<file path="src/rtl/lut_layer_scheduler_if.sv">
// rtl/lut_layer_scheduler_if.sv - input/output/config handshake bundle for lut_layer_scheduler
interface lut_layer_scheduler_if #(
  parameter int NUM_NEURONS = 16,
  parameter int IN_W        = 64
);
  localparam int NW = $clog2(NUM_NEURONS);

  logic                   in_valid;
  logic                   in_ready;
  logic [IN_W-1:0]        in_data;
  logic                   out_valid;
  logic                   out_ready;
  logic [NUM_NEURONS-1:0] out_data;
  logic                   cfg_we;
  logic                   cfg_ready;
  logic                   cfg_sel;
  logic [NW-1:0]          cfg_neuron;
  logic [2:0]             cfg_slot;
  logic [63:0]            cfg_wdata;

  modport master (
    output in_valid, in_data, out_ready,
    output cfg_we, cfg_sel, cfg_neuron, cfg_slot, cfg_wdata,
    input  in_ready, out_valid, out_data, cfg_ready
  );

  modport slave (
    input  in_valid, in_data, out_ready,
    input  cfg_we, cfg_sel, cfg_neuron, cfg_slot, cfg_wdata,
    output in_ready, out_valid, out_data, cfg_ready
  );
endinterface

</file>
<file path="src/rtl/lut_layer_scheduler.sv">
// rtl/lut_layer_scheduler.sv - time-multiplexed fan-in-6 LUT layer evaluator (optional LUT_SCHED_PERF_EN counters)
module lut_layer_scheduler #(
  parameter int NUM_NEURONS = 16,
  parameter int IN_W        = 64,
  parameter int IDX_W       = $clog2(IN_W)
) (
  input  logic                   clk,
  input  logic                   rst,
`ifdef LUT_SCHED_PERF_EN
  output logic [31:0]            perf_infer,
  output logic [31:0]            perf_stall,
`endif
  lut_layer_scheduler_if.slave   bus
);

  localparam int NW   = $clog2(NUM_NEURONS);
  localparam int PADW = 1 << IDX_W;
  localparam logic [NW-1:0] K_LAST = NW'(NUM_NEURONS - 1);
  localparam logic [NW:0]   N_LIM  = (NW + 1)'(NUM_NEURONS);

  typedef enum logic [1:0] {IDLE, EVAL, HOLD} state_t;

  state_t                 state_q, state_d;
  logic [IN_W-1:0]        vec_r;
  logic [NW-1:0]          k_r;
  logic [NUM_NEURONS-1:0] res_r;
  logic [63:0]            tbl_r  [NUM_NEURONS];
  logic [IDX_W-1:0]       conn_r [NUM_NEURONS][6];

  logic                   idle;
  logic                   accept;
  logic                   last_k;
  logic                   cfg_hit;
  logic [PADW-1:0]        vec_pad;
  logic [5:0]             addr;
  logic                   lut_bit;

  // Reset wins over any handshake, so ready is held low while rst is high.
  assign idle          = (state_q == IDLE);
  assign bus.in_ready  = idle && !rst;
  assign bus.cfg_ready = idle && !rst;
  assign bus.out_valid = (state_q == HOLD);
  assign bus.out_data  = res_r;

  assign accept  = bus.in_valid && idle;
  assign last_k  = (k_r == K_LAST);
  assign cfg_hit = bus.cfg_we && idle && ({1'b0, bus.cfg_neuron} < N_LIM);

  // State register.
  always_ff @(posedge clk) begin
    if (rst) state_q <= IDLE;
    else     state_q <= state_d;
  end

  // Next-state decode: IDLE -> EVAL on handshake, EVAL -> HOLD after last neuron, HOLD -> IDLE on accept.
  always_comb begin
    state_d = state_q;
    case (state_q)
      IDLE:    if (accept) state_d = EVAL;
      EVAL:    if (last_k) state_d = HOLD;
      HOLD:    if (bus.out_ready) state_d = IDLE;
      default: state_d = IDLE;
    endcase
  end

  // Lookup path: gather six selected input bits into an address, index the current neuron's table.
  // Indices past IN_W land in the zero padding and therefore read as 0.
  always_comb begin
    vec_pad           = '0;
    vec_pad[IN_W-1:0] = vec_r;
    addr              = '0;
    for (int s = 0; s < 6; s++) begin
      addr[s] = vec_pad[conn_r[k_r][s]];
    end
    lut_bit = tbl_r[k_r][addr];
  end

  // Configuration storage; a write in the handshake cycle lands before the first EVAL cycle reads it.
  always_ff @(posedge clk) begin
    if (rst) begin
      for (int n = 0; n < NUM_NEURONS; n++) begin
        tbl_r[n] <= '0;
        for (int s = 0; s < 6; s++) begin
          conn_r[n][s] <= '0;
        end
      end
    end else if (cfg_hit) begin
      if (!bus.cfg_sel) begin
        tbl_r[bus.cfg_neuron] <= bus.cfg_wdata;
      end else if (bus.cfg_slot < 3'd6) begin
        conn_r[bus.cfg_neuron][bus.cfg_slot] <= bus.cfg_wdata[IDX_W-1:0];
      end
    end
  end

  // Datapath: latch the input vector, then step one neuron per cycle into res_r.
  always_ff @(posedge clk) begin
    if (rst) begin
      vec_r <= '0;
      k_r   <= '0;
      res_r <= '0;
    end else begin
      if (accept) begin
        vec_r <= bus.in_data;
        k_r   <= '0;
      end else if (state_q == EVAL) begin
        res_r[k_r] <= lut_bit;
        k_r        <= last_k ? '0 : k_r + 1'b1;
      end
    end
  end

`ifdef LUT_SCHED_PERF_EN
  // Throughput counters: completed inferences (wrapping) and backpressured HOLD cycles (saturating).
  always_ff @(posedge clk) begin
    if (rst) begin
      perf_infer <= '0;
      perf_stall <= '0;
    end else begin
      if (bus.out_valid && bus.out_ready) begin
        perf_infer <= perf_infer + 32'd1;
      end
      if (bus.out_valid && !bus.out_ready && (perf_stall != 32'hFFFF_FFFF)) begin
        perf_stall <= perf_stall + 32'd1;
      end
    end
  end
`endif

endmodule

</file>
<file path="src/flat_wrapper.sv">
// flat-port wrapper written by rule: the top's interface ports become plain ports
module lut_layer_scheduler_flat 
#(
  parameter int NUM_NEURONS = 16,
  parameter int IN_W        = 64,
  parameter int IDX_W       = $clog2(IN_W)
)
  (clk, rst, bus_in_valid, bus_in_data, bus_out_ready, bus_cfg_we, bus_cfg_sel, bus_cfg_neuron, bus_cfg_slot, bus_cfg_wdata, bus_in_ready, bus_out_valid, bus_out_data, bus_cfg_ready);
  lut_layer_scheduler_if #(.NUM_NEURONS(NUM_NEURONS), .IN_W(IN_W)) bus_i ();
  input  logic clk;
  input  logic rst;
  input wire logic [$bits(bus_i.in_valid)-1:0] bus_in_valid;
  input wire logic [$bits(bus_i.in_data)-1:0] bus_in_data;
  input wire logic [$bits(bus_i.out_ready)-1:0] bus_out_ready;
  input wire logic [$bits(bus_i.cfg_we)-1:0] bus_cfg_we;
  input wire logic [$bits(bus_i.cfg_sel)-1:0] bus_cfg_sel;
  input wire logic [$bits(bus_i.cfg_neuron)-1:0] bus_cfg_neuron;
  input wire logic [$bits(bus_i.cfg_slot)-1:0] bus_cfg_slot;
  input wire logic [$bits(bus_i.cfg_wdata)-1:0] bus_cfg_wdata;
  output wire logic [$bits(bus_i.in_ready)-1:0] bus_in_ready;
  output wire logic [$bits(bus_i.out_valid)-1:0] bus_out_valid;
  output wire logic [$bits(bus_i.out_data)-1:0] bus_out_data;
  output wire logic [$bits(bus_i.cfg_ready)-1:0] bus_cfg_ready;
  assign bus_i.in_valid = bus_in_valid;
  assign bus_i.in_data = bus_in_data;
  assign bus_i.out_ready = bus_out_ready;
  assign bus_i.cfg_we = bus_cfg_we;
  assign bus_i.cfg_sel = bus_cfg_sel;
  assign bus_i.cfg_neuron = bus_cfg_neuron;
  assign bus_i.cfg_slot = bus_cfg_slot;
  assign bus_i.cfg_wdata = bus_cfg_wdata;
  assign bus_in_ready = bus_i.in_ready;
  assign bus_out_valid = bus_i.out_valid;
  assign bus_out_data = bus_i.out_data;
  assign bus_cfg_ready = bus_i.cfg_ready;
  lut_layer_scheduler #(.NUM_NEURONS(NUM_NEURONS), .IN_W(IN_W), .IDX_W(IDX_W)) u_core (.clk(clk), .rst(rst), .bus(bus_i));
endmodule
</file>
<file path="config.mk">
export PLATFORM = sky130hd
export DESIGN_NAME = lut_layer_scheduler_flat
export DESIGN_NICKNAME = d
export VERILOG_FILES = /design/src/rtl/lut_layer_scheduler_if.sv /design/src/rtl/lut_layer_scheduler.sv /design/src/flat_wrapper.sv
export SDC_FILE = /design/constraint.sdc
export NUM_CORES = 2
export LEC_CHECK = 0
export CAP_MARGIN = 10
export CORE_MARGIN = 2
export CORE_UTILIZATION = 60
export CTS_CLUSTER_DIAMETER = 150
export DETAILED_ROUTE_END_ITERATION = 12
export MAX_ROUTING_LAYER = met4
export PLACE_DENSITY = 0.77
export SKIP_LAST_GASP = 1
export SYNTH_ARGS = -nofsm -noshare
export SYNTH_HDL_FRONTEND = slang
export SYNTH_SLANG_ARGS = --single-unit
</file>
<file path="constraint.sdc">
create_clock -name clk -period 6.9 [get_ports clk]
set_clock_uncertainty 0.15 [all_clocks]
set_input_delay 1.38 -clock clk [delete_from_list [all_inputs] [get_ports clk]]
set_output_delay 1.38 -clock clk [all_outputs]
set_load 0.03 [all_outputs]
</file>
==> metrics.md <==
| Metric | Value |
|---|---|
| Met1 Usage GRT | `46.9%` |
| Clock Tree Buf Depth | `3` |
| Mean number of vias per cell | `6.77` |
| Status | `complete, no violations` |
| Share of total power consumed by net switching | `23.5%` |
| Tot Pwr | `22.2 mW` |
| Synth async-reset ratio | `0%` |
| Proportion of power drawn by the clock network | `39.3%` |
| Max-Slew Margin vs Limit | `17.4%` |
| Worst-path maximum fanout | `32` |
| Final Max Tran Viols | `0` |
| Multi-input combinational cell area | `0.0273 mm2` |
| Synth-to-layout area growth | `9.82%` |
| Critical path required time | `7.45 ns` |
| Fin. Hold Viols | `0` |
| Sequence of cells on the critical path | `buf_4 > mux2i_1 > mux2i_4 > buf_4 > mux4_2 > a22oi_1 > o21ai_0 > o21ai_1 > a311o_1 > and2_0 > a22oi_1 > a2111oi_1 > a211o_4 > o31ai_1` |
| Number of setup violations in the final report | `0` |
| Post-CTS setup buffer count | `0` |
| CTS tree | `done` |
| Fraction of layout instances using a drive strength above 1 | `17.6%` |
| CP Launch Type | `register` |
| Initial core utilization | `60.3%` |
| Power density normalized to cell area | `255 mW/mm2` |
| Syn Inst Count | `5310` |
| Number of filler instances in the final layout | `8715` |
| Type of destination of the critical path | `register` |
| Full die area | `0.135 mm2` |
| Port-buffer cells | `159` |
| Pin count of the biggest net entering global routing | `126` |
| Most used DFF post-synth | `edfxtp_1` |
| Number of flip-flops and latches in the synthesized netlist | `1690` |
| Iter 0 DRT Violations | `8454` |
| Remaining antenna violation count after routing | `0` |
| Met2 demand-to-capacity share in global routing | `54.6%` |
| Critical path class | `reg2reg` |
| Layer with the highest usage after global routing | `met2` |
| Yosys synthesis warning count | `0` |
| Final WL | `238 mm` |
| Cell at the root of the clock tree | `clkbuf_16` |
| Global-route track usage on met3 | `8.94%` |
| Largest cells by area after synthesis | `edfxtp_1 61%, mux4_2 15%, and2_1 8.2%` |
| Maximum vdd drop | `289 uV` |
| Remaining routing DRC violations | `0` |
| Antenna violations before repair | `19` |
| Arr. time, crit path | `6.35 ns` |
| Core area | `0.131 mm2` |
| Actual slew at the worst max-slew pin | `1.23 ns` |
| FMAX | `0.172 GHz` |
| Time the final worst path needs with I/O delays and setup | `5.80 ns` |
| Cell type group with the largest total delay on the critical path | `compound AO/OA/AOI/OAI gates` |
| Cell variety after synth | `86` |
| Most common cell in the netlist | `edfxtp_1` |
| Unrepaired setup endpoints after global routing | `false` |
| Number of levels in the clock H-tree | `4` |
| Worst min-delay path category | `reg2reg` |
| Number of clock sinks seen by CTS | `1690` |
| Average cell area after synthesis | `14.9 um2` |
| Vias | `48514` |
| Synth top cells by count | `1600 x edfxtp_1, 1033 x and2_1, 625 x nor2_1` |
| Post-cts gate resize count | `0` |
| FF/Latch Area | `0.0499 mm2` |
| Net count, final | `5412` |
| Standard cell with the maximum stage delay on the critical path | `mux2i_1` |
| Number of maximum-capacitance constraint violations | `0` |
| Fraction of the cycle the final worst path needs | `84.1%` |
| Seq/Total Area, Yosys | `62.9%` |
| Clock transition at path regs | `0.06 ns` |
| Static leakage power | `29.9 nW` |
| Internal power of the cells | `16.9 mW` |
| Global-route wire length before repair | `339 mm` |
| Total buffers and inverters traversed by the critical path | `2` |
| GR Util All Layers | `36.6%` |
| Horizontal extent of the die | `367 um` |
| Num ports | `160` |
| Total congestion overflow | `0` |
| Wire per inst | `33.2 um` |
| Logic gate share of total power | `7.7%` |
| Number of buffers inserted during clock tree synthesis | `168` |
| Weighted congestion at the end of routability-driven global placement | `1.00` |
| Longest individual stage delay on the worst path | `0.75 ns` |
| Setup total negative slack | `0 ns` |
| Leading area contributor after synthesis | `edfxtp_1` |
| Syn nets | `5455` |
| Share of power burned in registers | `53.0%` |
| Area of the mapped netlist | `0.0792 mm2` |
| Row count | `133` |
| Power spent charging and discharging nets | `5.21 mW` |
| Count of hold-fix buffers inserted at cts | `0` |
| Post-detailed-placement half-perimeter wirelength | `140 mm` |
| Die Span Y | `367 um` |
| Via count of the first global-routing pass | `47328` |
| Router iterations before antenna repair | `9` |
| Later-pin clock latency in the skew report | `0.82 ns` |
| Area share of the largest cell type after synthesis | `60.6%` |
| Post-synth EDFFs | `1600` |
## metal layers
metal	share of wire, %	wire (um)
met1	35	82500
met2	47	111000
met3	13	30300
met4	6.1	14600
met5	0	0
## placed cells by master, fill, tap and decap left out, drive strengths merged, types with 14 or more instances in the layout
cell type and instances:
nor2 628, diode 19, o21ai 16, nor3 25, a211oi 21, dfxtp 90
edfxtp 1600, mux2 23, a22oi 29, and2 1034, mux4 539, a21o 96
nand4 16, clkbuf 215, or2 23, clkdlybuf4s50 158, nor2b 21, nand2 279
clkinv 72, mux2i 115, inv 14, nand3b 17, o31ai 16, nand3 35
buf 106, a21oi 96
## power by group through the flow
stage	combinational, mW	sequential [mW]	clock, mW
finish	1.71	11.7	8.72
detailed placement	1.67	11.9	0
global placement	1.66	11.9	0
CTS	1.68	11.7	8.72
global route	1.77	11.7	9.09
floorplan	1.08	11.8	0
## tightest hold or removal path: stages, from the launching register on
cell,delay (ns)
dfxtp_1,0.31
nand3b_1,0.08
o31ai_1,0.06
## registers in the layout, indices dropped and copies added, names as in the netlist, named ones only
| register | count |
|---|---|
| u_core.tbl_r | 1024 |
| u_core.state_q | 2 |
| u_core.bus.out_data | 16 |
| u_core.k_r | 4 |
| u_core.conn_r | 576 |
| u_core.vec_pad | 64 |
## layout make-up
| class | instances | area share, % |
|---|---|---|
| sequential | 1690 | 57.3 |
| multi-input combinational | 3134 | 31.4 |
| clock buffer | 215 | 5.14 |
| timing repair buffer | 264 | 2.82 |
| tap | 1755 | 2.52 |
| clock inverter | 84 | 0.726 |
| antenna | 19 | 0.0546 |
| inverter | 9 | 0.0388 |
## path summary, 6_finish.rpt
path	startpoint	end	slack [ns]	depth (start not counted)
min reg2reg	u_core.bus.out_data[4]	u_core.bus.out_data[4]	0.35	2
max	register	u_core.bus.out_data[0]	1.10	14
min	u_core.bus.out_data[4]	u_core.bus.out_data[4]	0.35	2
max reg2reg	register	u_core.bus.out_data[0]	1.10	14
## per-stage QoR
| step | cells | instance area, um2 | util, % | setup WS [ns] | hold slack (ns) |
|---|---|---|---|---|---|
| finish | 7170 | 87000 | 66.3 | 1.10 | 0.352 |
| global route | 7166 | 87000 | 66.3 | 0.791 | 0.385 |
| CTS | 7151 | 87000 | 66.2 | 1.22 | 0.354 |
| detailed placement | 6852 | 81900 | 62.3 | 1.24 | 0.343 |
| global placement | 6852 | 81900 | 62.3 | 1.25 | 0.342 |
| floorplan | 5310 | 79200 | - | 2.16 | 0.329 |
## cell families after synthesis
| family | Yosys count | synth area share (%) |
|---|---|---|
| AND/OR/NAND/NOR | 2120 | 13.9 |
| XOR/XNOR | 1 | 0.0111 |
| flip-flops | 1690 | 62.9 |
| AO/OA/AOI/OAI | 332 | 2.99 |
| buffers and inverters | 486 | 2.89 |
| adder cells (fa/ha/maj) | 4 | 0.0632 |
| multiplexers | 677 | 17.2 |
Note: power is estimated with default switching activity, not from simulation.
